<file path="src/rtl/half_adder_bist.sv">
// Built-in self-test engine for a half adder: sweeps {a,b}, checks sum/carry,
// and reports pass/fail, a saturating error count and the first failing vector.
module half_adder_bist #(
    parameter int PASSES  = 1,
    parameter int DUT_LAT = 0,
    parameter int ERR_W   = 4
) (
    input  logic             clk,
    input  logic             rst_n,
    input  logic             start,
    output logic             a_o,
    output logic             b_o,
    input  logic             sum_i,
    input  logic             carry_i,
    output logic             busy,
    output logic             done,
    output logic             pass,
    output logic [ERR_W-1:0] err_count,
    output logic [1:0]       first_fail,
    output logic             fail_seen
);

    localparam int N  = 4 * PASSES;
    localparam int IW = $clog2(N);
    localparam int DW = (DUT_LAT > 0) ? $clog2(DUT_LAT + 1) : 1;

    typedef enum logic [1:0] {IDLE, RUN, DRAIN, DONE} state_t;

    state_t                    state;
    logic [IW-1:0]             idx;
    logic [DW-1:0]             dcnt;
    logic [DUT_LAT:0]          vld_q;
    logic [DUT_LAT:0][1:0]     ix_q;
    logic [DUT_LAT:0][1:0]     exp_q;

    logic             mism;
    logic [ERR_W-1:0] err_nxt;
    logic [IW-1:0]    idx_nxt;

    // Stage DUT_LAT of the expected-value pipe lines up with the DUT output.
    assign mism    = vld_q[DUT_LAT] && ({sum_i, carry_i} != exp_q[DUT_LAT]);
    assign err_nxt = (mism && (err_count != '1)) ? err_count + 1'b1 : err_count;
    assign idx_nxt = idx + 1'b1;

    always_ff @(posedge clk or negedge rst_n) begin
        if (!rst_n) begin
            state      <= IDLE;
            idx        <= '0;
            dcnt       <= '0;
            vld_q      <= '0;
            ix_q       <= '0;
            exp_q      <= '0;
            a_o        <= 1'b0;
            b_o        <= 1'b0;
            busy       <= 1'b0;
            done       <= 1'b0;
            pass       <= 1'b0;
            err_count  <= '0;
            first_fail <= 2'b00;
            fail_seen  <= 1'b0;
        end else begin
            for (int k = DUT_LAT; k > 0; k--) begin
                vld_q[k] <= vld_q[k-1];
                ix_q[k]  <= ix_q[k-1];
                exp_q[k] <= exp_q[k-1];
            end
            vld_q[0]   <= 1'b0;
            ix_q[0]    <= 2'b00;
            exp_q[0]   <= 2'b00;
            {a_o, b_o} <= 2'b00;

            if (mism) begin
                err_count <= err_nxt;
                fail_seen <= 1'b1;
                if (!fail_seen) begin
                    first_fail <= ix_q[DUT_LAT];
                end
            end

            unique case (state)
                IDLE, DONE: begin
                    if (start) begin
                        state      <= RUN;
                        busy       <= 1'b1;
                        done       <= 1'b0;
                        pass       <= 1'b0;
                        err_count  <= '0;
                        first_fail <= 2'b00;
                        fail_seen  <= 1'b0;
                        idx        <= '0;
                        vld_q[0]   <= 1'b1;
                    end
                end
                RUN: begin
                    if (idx == IW'(N - 1)) begin
                        if (DUT_LAT > 0) begin
                            state <= DRAIN;
                            dcnt  <= DW'(1);
                        end else begin
                            state <= DONE;
                            busy  <= 1'b0;
                            done  <= 1'b1;
                            pass  <= (err_nxt == '0);
                        end
                    end else begin
                        idx        <= idx_nxt;
                        {a_o, b_o} <= idx_nxt[1:0];
                        vld_q[0]   <= 1'b1;
                        ix_q[0]    <= idx_nxt[1:0];
                        exp_q[0]   <= {idx_nxt[1] ^ idx_nxt[0],
                                       idx_nxt[1] & idx_nxt[0]};
                    end
                end
                DRAIN: begin
                    if (dcnt == DW'(DUT_LAT)) begin
                        state <= DONE;
                        busy  <= 1'b0;
                        done  <= 1'b1;
                        pass  <= (err_nxt == '0);
                    end else begin
                        dcnt <= dcnt + 1'b1;
                    end
                end
            endcase
        end
    end

endmodule

</file>
<file path="config.mk">
export PLATFORM = sky130hd
export DESIGN_NAME = half_adder_bist
export DESIGN_NICKNAME = d
export VERILOG_FILES = /design/src/rtl/half_adder_bist.sv
export SDC_FILE = /design/constraint.sdc
export NUM_CORES = 1
export LEC_CHECK = 0
export BUFFER_PORTS_ARGS = -buffer_cell sky130_fd_sc_hd__buf_2
export CAP_MARGIN = 20
export CORE_UTILIZATION = 38
export DETAILED_ROUTE_END_ITERATION = 10
export HOLD_SLACK_MARGIN = 0.08
export PLACE_DENSITY_LB_ADDON = 0.08
export REMOVE_ABC_BUFFERS = 1
export SLEW_MARGIN = 10
export SYNTH_ARGS = -nofsm -noshare
export SYNTH_HDL_FRONTEND = slang
export SYNTH_SLANG_ARGS = --single-unit
</file>
<file path="constraint.sdc">
create_clock -name clk -period 4.8 [get_ports clk]
set_input_delay 0.48 -clock clk [delete_from_list [all_inputs] [get_ports clk]]
set_output_delay 0.48 -clock clk [all_outputs]
set_load 0.01 [all_outputs]
</file>
# Word level (Yosys, flattened, before mapping)
# Index checks and enable logic that the tools add are counted.
dict set report word_totals {
  output_inout_bits 12
  wordCells 78
  regBits 22
}
dict set report op_classes {
  eq_ne 10
  mux 41
  add_sub_neg 3
  n_bitwise 2
  n_reduce_logical 8
}
# cell count
set ops {}
lappend ops {{$mux 2} 13}
lappend ops {{$mux 1} 18}
lappend ops {{$mux 4} 4}
lappend ops {{$pmux 1 s3} 3}
lappend ops {{$ne 2x2->1 const B} 4}
lappend ops {{$eq 2x2->1 const B} 3}
lappend ops {{$pmux 2 s3} 1}
lappend ops {{$reduce_and 3->1} 2}
lappend ops {{$add 4x1->4 const B} 1}
lappend ops {{$logic_not 4->1} 1}
lappend ops {{$ne 4x4->1 const B} 1}
lappend ops {{$pmux 2 s2} 1}
lappend ops {{$add 2x1->2 const B} 1}
lappend ops {{$eq 2x1->1 const B} 1}
lappend ops {{$logic_and 1x1->1} 2}
lappend ops {{$logic_not 2->1} 1}
lappend ops {{$ne 2x2->1} 1}
lappend ops {{$pmux 1 s2} 1}
lappend ops {{$reduce_bool 2->1} 1}
lappend ops {{$reduce_or 2->1} 1}
lappend ops {{$add 1x1->1 const B} 1}
lappend ops {{$and 1x1->1} 1}
lappend ops {{$xor 1x1->1} 1}

# Depth between registers and ports, before layout
# Gate-level depths: netlist of the first run.
dict set report depth {
  word_depth 7
  mapped_depth 6
}

# Least setup slack after synthesis of the first run
# No wires, ideal clock.
dict set report synth_timing {
  path_type {register to register}
  startpoint {register state[1]}
  endpoint {register pass}
  t_arrival_ps 1513
  path_slack_ps 3167
  stages_incl_launch_ff 7
  setup_time_ps 120
  required_time_ps 4680
  cell_sequence {dfrtp_1 inv_1 ha_1 nor2b_1 nor4b_1 mux2_4 a41o_1}
}
dict set report synth_via {
  elab_chain_cells 4
  elab_cells_between_ends 10
  cone_classes {eq/ne (6); mux (1); reduce/logical (3)}
}
# item line
set synth_lines {}
lappend synth_lines {{from (decl)} 29} ;# state_t state;
lappend synth_lines {{from (signal assigned)} 47} ;# state <= IDLE;
lappend synth_lines {{from (signal assigned)} 83} ;# state <= RUN;
lappend synth_lines {{from (signal assigned)} 97} ;# state <= DRAIN;
lappend synth_lines {{$eq 2x2->1 or $logic_not 2->1 (tied branches)} 80} ;# unique case (state)
lappend synth_lines {{$reduce_or 2->1} 80}
lappend synth_lines {{$ne 2x2->1 (no line)} n/a}
lappend synth_lines {{$reduce_and 3->1 (no line)} n/a}
lappend synth_lines {{to (signal assigned)} 103} ;# pass <= (err_nxt == '0);
lappend synth_lines {{to (signal assigned)} 119} ;# pass <= (err_nxt == '0);
lappend synth_lines {{to (decl)} 17} ;# output logic pass,
# Parallel ways exist; a longest one is shown, timed or not.
# A chain may end at the register's enable or synchronous reset.

# Final worst setup path of the first run
# Ends and elaborated chain as after synthesis.

==> out/metrics.csv, run 1 <==
metric;value;unit
Via Count;658;
outcome;finished clean;
fillers;227;
Site Rows;17;
main combinational cell family by area after synthesis;simple AND/OR/NAND/NOR gates;
Layout Nets;115;
R2R cell count;6;
Compound-Gate Fraction of Synth Area;11.5;%
RSZ-0062 raised after global routing;no;
FF+latch count, synth;18;
# setup viols final;0;
die width;50.8;µm
Synth Area in Adders;6.93;%
PwrDens;640;mW/mm²
Clock Path Buffers;2;
Slew headroom;73.6;%
Post-CTS Setup Inserts;0;
final hold violations;0;
Worst Path Required;4.99;ns
synthesized area;903;µm²
Core Region;0.00223;mm²
wire length per cell;11.8;µm
Setup crit start kind;flip-flop;
I/O Buffers;16;
Area Growth Syn to Fin;16.3;%
drt pass-1 iters;4;
die area;0.00258;mm²
# IOs;17;
placed cell count;128;
ys flop type;dfrtp_1;
Setup crit end kind;flip-flop;
largest net degree at the start of global routing;19;
setup slack, reg-to-reg;3.07;ns
initial core utilization;40.4;%
unique cell type count in the Yosys netlist;28;
Multi-input gate area;430;µm²
Post-Synth XOR/XNOR Area;5.54;%
Arr. time, crit path;1.92;ns
syn avg cell area;10.6;µm²
leakage power;0.548;nW
number of global-route vias before repair;611;
Max Slew Vio Count;0;
Max Freq;580;MHz
DR iter-0 viols;12;
post-route ant nets;0;
Power, Total;0.672;mW
part of the cycle the worst path needs;35.9;%
Seq/Total Area, Yosys;49.9;%
DR vias/cell;4.98;
Async SR Flop Fraction;100;%
DRC viols;0;
EDFF count, synth;0;
Crit Path Category;flip-flop to flip-flop;
Peak VDD IR;0.357;mV
Tmin final;1.73;ns
Skew-Pair Late Insertion Delay;0.29;ns
antenna violations before repair;0;
sinks on the clock net;18;
Crit Path Max Fanout;6;
Hold WS;0.0960;ns
global-route wire length before repair;2660;µm
hpwl dp;1160;µm
Inserted Clock Buffers;3;
layout cell share with drive strength beyond 1;24.0;%
GRT Total Usage;14.1;%
Yosys warning count;0;
setup TNS;0;ns
clk_skew;0.00150;ns
CTS root buf;clkbuf_4;
die height;50.8;µm
final wirelength;1560;µm
Clock transition at path regs;0.10;ns
H-Tree Level Count;1;
CTS tree;yes;
GR Overflow Total;0;
FF+latch area;450;µm²
CTS resizes;0;
hold crit path type;primary input to asynchronous set/reset pin;
Post-CTS Hold Buffers;0;
ant diodes;0;
Finished Layout Cells;132;
post-layout util;47.1;%
max cap viols;0;
GP Congestion;0.753;
Slew @ Worst Pin;0.396;ns
Post-Synthesis Cells;85;
Synth Area in Simple Gates;16.5;%
mux cell area share after synthesis;7.20;%
==> critical path: stages (launching register included) <==
cell	delay, ns
dfrtp_1	0.41
inv_1	0.08
ha_1	0.25
nor2b_1	0.29
nor4b_1	0.09
mux2_4	0.27
a41o_1	0.23
==> cell families (layout without fill, tap and decap cells) <==
logic type / after synthesis / count (layout)
flops: 18 / 18
compound gates: 16 / 16
xor+xnor: 4 / 4
buf+inv: 6 / 25
mux: 6 / 6
fa+ha+maj: 5 / 5
simple gates: 30 / 30
==> area by class of cell <==
cell class              count  area share [%]
clock buffers               4            3.45
well taps                  28            3.33
flip-flops and latches     18            42.9
repair buffers             16            7.62
multi-input cells          61            41.0
inverters                   5            1.79
==> layer usage <==
metal  wire length, µm  global-route usage [%]  vias to the layer above
met4                12                    3.24                        0
li1                  -                       -                      331
met3                64                    6.06                        2
met2               641                    20.2                       13
met1               837                    19.6                      312
met5                 0                       0                        -
==> Yosys cell counts, drive strengths merged (2+ instances only) <==
master,number,area [µm²]
nor2,13,48.8
o21ai,3,15.0
o211ai,3,27.5
a21oi,7,35.0
dfrtp,18,450
nand3,2,10.0
nand2,3,11.3
xor2,3,41.3
nand2b,3,18.8
mux2i,5,50.1
and2,3,18.8
ha,5,62.6
inv,5,18.8
==> layout by cell type (no fill, tap or decap), types with 2 or more instances in the layout <==
cell type / count
nand2b_1: 3
nand2_1: 3
and2_1: 3
clkbuf_4: 3
inv_1: 5
mux2i_1: 5
ha_1: 5
dfrtp_1: 18
buf_2: 16
xor2_2: 2
o21ai_0: 2
a21oi_1: 7
nand3_1: 2
o211ai_1: 2
nor2_1: 13
==> flip-flops by register name, indices dropped and copies added, names as in the netlist <==
register	flops
first_fail	2
idx	2
vld_q	1
fail_seen	1
state	2
exp_q	2
err_count	4
pass	1
a_o	1
b_o	1
busy	1
==> power breakdown <==
| group | switching (mW) | leakage (nW) | internal [mW] | total (mW) |
|---|---|---|---|---|
| logic | 0.176 | 0.301 | 0.143 | 0.318 |
| clock network | 0.0465 | 0.0210 | 0.0462 | 0.0927 |
| registers | 0.0501 | 0.226 | 0.211 | 0.261 |
| total | 0.272 | 0.548 | 0.400 | 0.672 |
==> path summary, 6_finish.rpt <==
check,to,startpoint
setup / recovery,pass,state[1]
hold / removal,first_fail[0],rst_n
setup reg to reg,pass,state[1]
hold reg to reg,state[0],state[0]
max in group asynchronous,err_count[1],rst_n
min in group clk,idx[0],start
==> metrics by stage <==
| step | worst slack [ns] | area (µm²) |
|---|---|---|
| after floorplan | 3.17 | 900 |
| after global placement | 3.07 | 1010 |
| after detailed placement | 3.07 | 1010 |
| after CTS | 3.09 | 1050 |
| after global routing | 2.99 | 1050 |
| final | 3.07 | 1050 |
Power figures use the tool's default switching activity.
==> run 2: changes to the inputs <==
Clock period 4.8 ns to 1.7 ns, I/O delays scaled along.
==> run 2 against run 1 <==
- critical endpoint unchanged
- non-clock buffer count rose by 4
- final area rose by 4.6%
- count of clock-buffer cells in the layout did not move
- sequential power rose to 2.8 times the previous value
- via count rose by 4.9%
- fmax rose by 8.3%
- critical path type unchanged
- clock skew barely moved
- total power rose to 3.0 times the previous value
- critical path depth fell by 1
- clock power rose to 2.8 times the previous value
- setup slack got worse by 3.0 ns
- largest power group unchanged
==> out/metrics.csv, run 2 (synthesis results as in run 1) <==
metric;value;unit
ant diodes;0;
initial core utilization;40.4;%
PwrDens;1830;mW/mm²
commonest non-fill, non-tap cell in the layout;dfrtp_1;
layout cell share with drive strength beyond 1;28.7;%
Peak VDD IR;0.920;mV
setup TNS;0;ns
GRT Total Usage;17.5;%
post-route ant nets;0;
DR vias/cell;5.07;
Power, Total;2.01;mW
largest net degree at the start of global routing;19;
Core Region;0.00223;mm²
Setup crit start kind;flip-flop;
# IOs;17;
Max Freq;627;MHz
sinks on the clock net;18;
post-layout util;49.2;%
Area Growth Syn to Fin;21.7;%
antenna violations before repair;0;
die width;50.8;µm
Inserted Clock Buffers;3;
wire length per cell;13.0;µm
fillers;224;
GR Overflow Total;0;
RSZ-0062 raised after global routing;no;
Max Slew Vio Count;0;
hpwl dp;1280;µm
Multi-input gate area;447;µm²
die area;0.00258;mm²
Crit Path Category;flip-flop to flip-flop;
number of flip-flops in the largest register;4;
Worst Path Required;1.94;ns
GP Congestion;0.775;
DR iter-0 viols;11;
Crit Path Max Fanout;8;
Clock Path Buffers;2;
Layout Nets;119;
FF+latch area;450;µm²
Skew-Pair Late Insertion Delay;0.29;ns
I/O Buffers;16;
placed cell count;131;
max cap viols;0;
global-route wire length before repair;3240;µm
Worst path slowest cell;ha_1;
outcome;finished clean;
Finished Layout Cells;136;
hold crit path type;primary input to flip-flop;
CP max stage delay;0.41;ns
CTS tree;yes;
final hold violations;0;
Clock transition at path regs;0.10;ns
DRC viols;0;
number of global-route vias before repair;746;
Post-CTS Setup Inserts;0;
H-Tree Level Count;1;
CTS root buf;clkbuf_4;
Via Count;690;
final wirelength;1770;µm
most frequent cells in the layout;dfrtp_1, buf_2, nor2_1;
Setup crit end kind;flip-flop;
Tmin final;1.59;ns
register with the most flip-flops;err_count;
leakage power;0.571;nW
drt pass-1 iters;5;
die height;50.8;µm
Top delay family on crit path;adder cells;
Site Rows;17;
Slew @ Worst Pin;0.417;ns
Arr. time, crit path;1.83;ns
clk_skew;0.00180;ns
# setup viols final;0;
part of the cycle the worst path needs;93.8;%
Slew headroom;72.2;%
CP bufs+invs;1;
Critical Path, Cell by Cell;inv_1, ha_1, nor4_1, mux2_4, a41o_1;
run 2: cell count changes in the layout (fill, tap and decap cells not counted), sizes merged:
cell         delta
buf             +3
dlygate4sd3     +1
run 2: per-layer routing:
layer	GRT usage [%]	part of all wire (%)	wire, µm
met1	20.5	48	841
met5	0	0	0
met4	9.72	1.3	23
met2	30.0	48	851
met3	3.03	3.1	55
run 2: worst paths after layout:
path	from	to	slack [ns]	cells past startpoint
min reg2reg	state[0]	state[0]	0.50	2
min	start	idx[0]	0.19	3
min in group asynchronous	rst_n	a_o	0.34	2
max in group asynchronous	rst_n	idx[0]	1.08	2
max reg2reg	state[1]	pass	0.11	5
max	state[1]	pass	0.11	5
run 2: worst reg2reg max path, delay by kind of cell (launching register included):
kind	cells	cell delay (ns)
fa+ha+maj	1	0.41
flops	1	0.39
simple gates	1	0.32
mux	1	0.20
compound gates	1	0.16
buf+inv	1	0.07
run 2: repair_timing:
| item | in CTS | in global routing |
|---|---|---|
| hold buffers | 1 | 0 |
| gates resized for setup | 0 | 4 |
| endpoints found under the setup margin | 0 | 2 |
| hold endpoints to repair | 18 | 0 |
run 2: metrics by stage:
step | instance area, µm² | hold WS (ns) | setup slack, ns
floorplan | 900 | -0.126 | 0.0665
global placement | 1040 | 0.132 | 0.118
detailed placement | 1040 | 0.136 | 0.0893
CTS | 1080 | 0.184 | 0.0452
global route | 1100 | 0.225 | 0.00231
finish | 1100 | 0.189 | 0.106
run 2: layout make-up:
class                           count  share of cell area [%]
Sequential cell                    18                    41.0
Multi-Input combinational cell     61                    40.6
Timing Repair Buffer               20                    10.2
Clock buffer                        4                    3.30
Tap cell                           28                    3.19
Inverter                            5                    1.71
run 2: power by group:
group	leakage (nW)	switching, mW	internal (mW)
sequential	0.226	0.134	0.596
combinational	0.324	0.552	0.468
clock	0.0210	0.132	0.130
total	0.571	0.818	1.19
